$ cat src/rtl/imem_loader.sv
// Boot-time instruction memory loader: packs a little-endian byte stream into
// 32-bit words, drives the memory write port, and stalls the core until done.
module imem_loader #(
  parameter int DEPTH = 32,
  parameter int CNT_W = $clog2(DEPTH) + 1
) (
  input  logic             clock,
  input  logic             reset,
  input  logic             start,
  input  logic [CNT_W-1:0] num_words,
  input  logic [7:0]       byte_in,
  input  logic             byte_valid,
  output logic             byte_ready,
  output logic [31:0]      WriteReg,
  output logic [31:0]      WriteData,
  output logic             RegWrite,
  output logic             cpu_stall,
  output logic             done,
  output logic [CNT_W-1:0] word_count
);

  typedef enum logic [1:0] {
    S_IDLE  = 2'd0,
    S_LOAD  = 2'd1,
    S_WRITE = 2'd2,
    S_RUN   = 2'd3
  } state_t;

  localparam logic [CNT_W-1:0] DEPTH_C = CNT_W'(DEPTH);

  state_t           state_q, state_d;
  logic [1:0]       lane_q, lane_d;
  logic [23:0]      partial_q, partial_d;
  logic [CNT_W-1:0] target_q, target_d;
  logic [CNT_W-1:0] word_count_q, word_count_d;
  logic [31:0]      write_reg_q, write_reg_d;
  logic [31:0]      write_data_q, write_data_d;
  logic             reg_write_q, reg_write_d;
  logic             byte_ready_q, byte_ready_d;
  logic             cpu_stall_q, cpu_stall_d;
  logic             done_q, done_d;

  logic             start_ok;
  logic             accept;
  logic             last_word;
  logic [CNT_W-1:0] num_clamped;

  assign start_ok    = start && ((state_q == S_IDLE) || (state_q == S_RUN));
  assign accept      = (state_q == S_LOAD) && byte_valid && byte_ready_q;
  assign num_clamped = (num_words > DEPTH_C) ? DEPTH_C : num_words;
  assign last_word   = (word_count_q + CNT_W'(1)) == target_q;

  // State and output registers
  always_ff @(posedge clock or posedge reset) begin
    if (reset) begin
      state_q      <= S_IDLE;
      lane_q       <= 2'd0;
      partial_q    <= 24'd0;
      target_q     <= '0;
      word_count_q <= '0;
      write_reg_q  <= 32'd0;
      write_data_q <= 32'd0;
      reg_write_q  <= 1'b0;
      byte_ready_q <= 1'b0;
      cpu_stall_q  <= 1'b1;
      done_q       <= 1'b0;
    end else begin
      state_q      <= state_d;
      lane_q       <= lane_d;
      partial_q    <= partial_d;
      target_q     <= target_d;
      word_count_q <= word_count_d;
      write_reg_q  <= write_reg_d;
      write_data_q <= write_data_d;
      reg_write_q  <= reg_write_d;
      byte_ready_q <= byte_ready_d;
      cpu_stall_q  <= cpu_stall_d;
      done_q       <= done_d;
    end
  end

  // Next-state logic
  always_comb begin
    state_d = state_q;
    case (state_q)
      S_IDLE, S_RUN: begin
        if (start) begin
          state_d = (num_clamped == '0) ? S_RUN : S_LOAD;
        end
      end
      S_LOAD: begin
        if (accept && (lane_q == 2'd3)) begin
          state_d = S_WRITE;
        end
      end
      S_WRITE: begin
        state_d = last_word ? S_RUN : S_LOAD;
      end
      default: state_d = S_IDLE;
    endcase
  end

  // Output and datapath next values; write port holds between pulses
  always_comb begin
    lane_d       = lane_q;
    partial_d    = partial_q;
    target_d     = target_q;
    word_count_d = word_count_q;
    write_reg_d  = write_reg_q;
    write_data_d = write_data_q;
    reg_write_d  = 1'b0;
    done_d       = 1'b0;
    byte_ready_d = (state_d == S_LOAD);
    cpu_stall_d  = (state_d != S_RUN);

    if (start_ok) begin
      target_d     = num_clamped;
      word_count_d = '0;
      lane_d       = 2'd0;
      done_d       = (num_clamped == '0);
    end

    if (accept) begin
      lane_d = lane_q + 2'd1;
      case (lane_q)
        2'd0: partial_d[7:0]   = byte_in;
        2'd1: partial_d[15:8]  = byte_in;
        2'd2: partial_d[23:16] = byte_in;
        default: begin
          write_data_d = {byte_in, partial_q};
          write_reg_d  = 32'(word_count_q);
          reg_write_d  = 1'b1;
        end
      endcase
    end

    if (state_q == S_WRITE) begin
      word_count_d = word_count_q + CNT_W'(1);
      done_d       = last_word;
    end
  end

  assign byte_ready = byte_ready_q;
  assign WriteReg   = write_reg_q;
  assign WriteData  = write_data_q;
  assign RegWrite   = reg_write_q;
  assign cpu_stall  = cpu_stall_q;
  assign done       = done_q;
  assign word_count = word_count_q;

endmodule

$ cat config.mk
export PLATFORM = sky130hd
export DESIGN_NAME = imem_loader
export DESIGN_NICKNAME = d
export VERILOG_FILES = /design/src/rtl/imem_loader.sv
export SDC_FILE = /design/constraint.sdc
export NUM_CORES = 1
export LEC_CHECK = 0
export CORE_MARGIN = 10
export CORE_UTILIZATION = 44
export DETAILED_ROUTE_END_ITERATION = 16
export PLACE_DENSITY_LB_ADDON = 0.08
export SYNTH_ARGS = -nofsm -noshare
export SYNTH_HDL_FRONTEND = slang
export SYNTH_SLANG_ARGS = --single-unit
$ cat constraint.sdc
create_clock -name clock -period 2.4 [get_ports clock]
set_input_delay 0.48 -clock clock [delete_from_list [all_inputs] [get_ports clock]]
set_output_delay 0.48 -clock clock [all_outputs]
set_load 0.05 [all_outputs]
==> qor.yml <==
setup.worst_path.start_class: "flip-flop"
synth_top_area_cell: "dfrtp_1"
slew_headroom: 0.648
totalPowerFinal_mw: 5.69
period_minus_slack_ps: 2180
syn-cell-area_um2: 3640
post-cts-setup-buffer-count: 0
timing.critical_path.cells: "clkdlybuf4s50_1"
floorplan.core_area_um2: 8130
core.rowCount: 33
grt_max_degree: 83
route.vias.total: 2175
synthesis.area_per_instance_um2: 13.5
viasPerCell: 4.81
setup-tns-final_ps: 0
register_share_of_total_power: 0.382
grt_setup_unrepaired: "false"
cts_resized: 0
timing.final.crit_share: 0.910
ir_drop_worst_case_vdd_mv: 0.582
internal-power_mw: 3.52
drv_cap: 0
drv_slew: 0
drt.antenna.violating_nets: 0
netlist-cell-type-count: 33
timing.setup.critical_path_class: "reg2out"
worst_path_max_delay_cell: "clkdlybuf4s50_1"
drt-total-wl_um: 7230
clkPwrFrac: 0.208
synth_flop_cell: "dfrtp_1"
power-per-cell-area_nw_per_um2: 1240
comb_power_share: 0.410
synth_top_cells_by_area: "dfrtp_1 (56%), mux2_2 (17%), buf_4 (5.6%)"
worst-path-buf-inv: 1
ys_seq_elements: 82
yosys.area.top_type_share: 0.557
syn_inst: 270
synth-async-reset-ratio: 1.00
setup_violations: 0
detailedRoute.firstIterationViolations: 71
most_instantiated_cells_after_synthesis: "dfrtp_1 (81), mux2_2 (54), buf_4 (27)"
hold-worst-slack_ps: 506
cts.htree.levels: 3
dieWidth_um: 111
max_clock_freq_mhz: 458
timing.critical_path.fanout_max: 7
clock_latency_on_the_worst_skew_pair_ps: 340
worst_hold_path_type: "reg2reg"
number_of_buffers_between_clock_root_and_the_deepest_sink: 2
finClkSkew_ps: 8.26
place_congestion: 0.705
ant_diodes: 0
port_buffers: 65
grt-ovfl-total: 0
synthMostInstantiatedCell: "dfrtp_1"
cellLeakagePower_nw: 2.18
floorplan.die.height_um: 111
cts_tree: "built"
layout-area-overhead-vs-synth_pct: 25.9
grt.total_usage: 0.121
critical_path.endpoint_type: "output pin"
drt_first_pass_iters: 4
cpPeakStageDelay_ps: 860
p_sw_mw: 2.18
cts_inserted_buffers: 9
swShare: 0.382
tightestPinTransition_ps: 526
cts_sinks: 82
outcome: "complete, no violations"
avgRoutedWirePerCell_um: 16.0
cpLargestDelayFamily: "buffers and inverters"
synth-edff-count: 0
cts-root-buf: "clkbuf_8"
die-area_um2: 12300
initial_antenna_violation_count: 0
drive_above_1_share: 0.254
post-route-drc-count: 0
holdBufCountCts: 0
via_count_of_the_first_global_routing_pass: 2409
hold_violations: 0
synth_sequential_area_ratio: 0.565
clkSlewWorstSetupHoldPaths_ps: 80
hpwl_um: 5260
nets_finish: 367
io-pin-count: 92
yosysWarningCount: 0
floorplan.initialDensity: 0.447
critical_path_arrival_ps: 1700
timing.critical_path.required_ps: 1920
grt_pass1_wl_um: 12300
==> kinds of logic (layout without fill, tap and decap cells) <==
family	Yosys count	after routing	share of synthesized area
other	1	26	0.00103
muxes	66	66	0.214
DFF	82	82	0.565
adders and majority gates	7	7	0.0241
AOI/OAI and AO/OA	21	21	0.0385
buffers and inverters	42	94	0.0778
and+or+nand+nor	41	41	0.0557
xor gates and xnor gates	10	10	0.0241
==> registers in the layout, indices dropped and copies added (netlist names), named ones only <==
register    count
RegWrite        1
WriteData      32
state_q         1
lane_q          2
word_count      6
done            1
partial_q      24
byte_ready      1
cpu_stall       1
WriteReg        6
target_q        6
==> final timing paths <==
path	slack, ps	to	cells after the start	from
worst min-delay path	510	WriteData[0]	1	partial_q[0]
min in group asynchronous	590	WriteReg[2]	3	reset
worst max register to register	470	cpu_stall	6	word_count[0]
worst max-delay path	220	word_count[0]	1	word_count[0]
max in group asynchronous	1450	cpu_stall	3	reset
worst min register to register	510	WriteData[0]	1	partial_q[0]
==> routing by layer <==
layer | share of wire | vias up | routed length (um) | global-route usage
li1 | - | 1026 | - | -
met1 | 0.47 | 1083 | 3390 | 0.153
met3 | 0.062 | 6 | 445 | 0.0352
met5 | 0 | - | 0 | 0
met2 | 0.46 | 60 | 3300 | 0.187
met4 | 0.013 | 0 | 93 | 0.0547
==> stage by stage <==
| step | utilization | std cells | worst slack (ps) | cell area, um^2 |
|---|---|---|---|---|
| finish | 0.563 | 452 | 217 | 4580 |
| global placement | 0.533 | 436 | 285 | 4340 |
| detailed placement | 0.533 | 436 | 258 | 4340 |
| floorplan | - | 295 | 405 | 3730 |
| CTS | 0.563 | 452 | 198 | 4580 |
| global route | 0.563 | 452 | 155 | 4580 |
==> area by class of cell <==
cell class | count | area (um^2)
Inverter | 8 | 33.8
Tap cell | 105 | 131
Sequential cell | 82 | 2050
Fill cell | 695 | 3550
Multi-Input combinational cell | 171 | 1390
Clock inverter | 6 | 114
Timing Repair Buffer | 70 | 726
Clock buffer | 10 | 128
==> placed cells by master (no fill, tap or decap), types with 6 or more instances in the layout <==
| master | instances |
|---|---|
| nand2_1 | 18 |
| clkbuf_8 | 9 |
| conb_1 | 26 |
| mux2_2 | 54 |
| xnor2_1 | 6 |
| inv_1 | 7 |
| nand3_1 | 7 |
| clkdlybuf4s50_1 | 65 |
| o21ai_0 | 10 |
| dfrtp_1 | 81 |
| mux2_4 | 10 |
| ha_1 | 7 |
==> power by group through the flow <==
stage / combinational [mW] / sequential [mW] / clock [mW]
after floorplan: 1.03 / 2.84 / 0
after global placement: 2.32 / 2.20 / 0
after detailed placement: 2.36 / 2.21 / 0
after CTS: 2.37 / 2.18 / 1.22
after global routing: 2.51 / 2.25 / 1.29
final: 2.33 / 2.17 / 1.19
(Power assumes the default switching activity.)
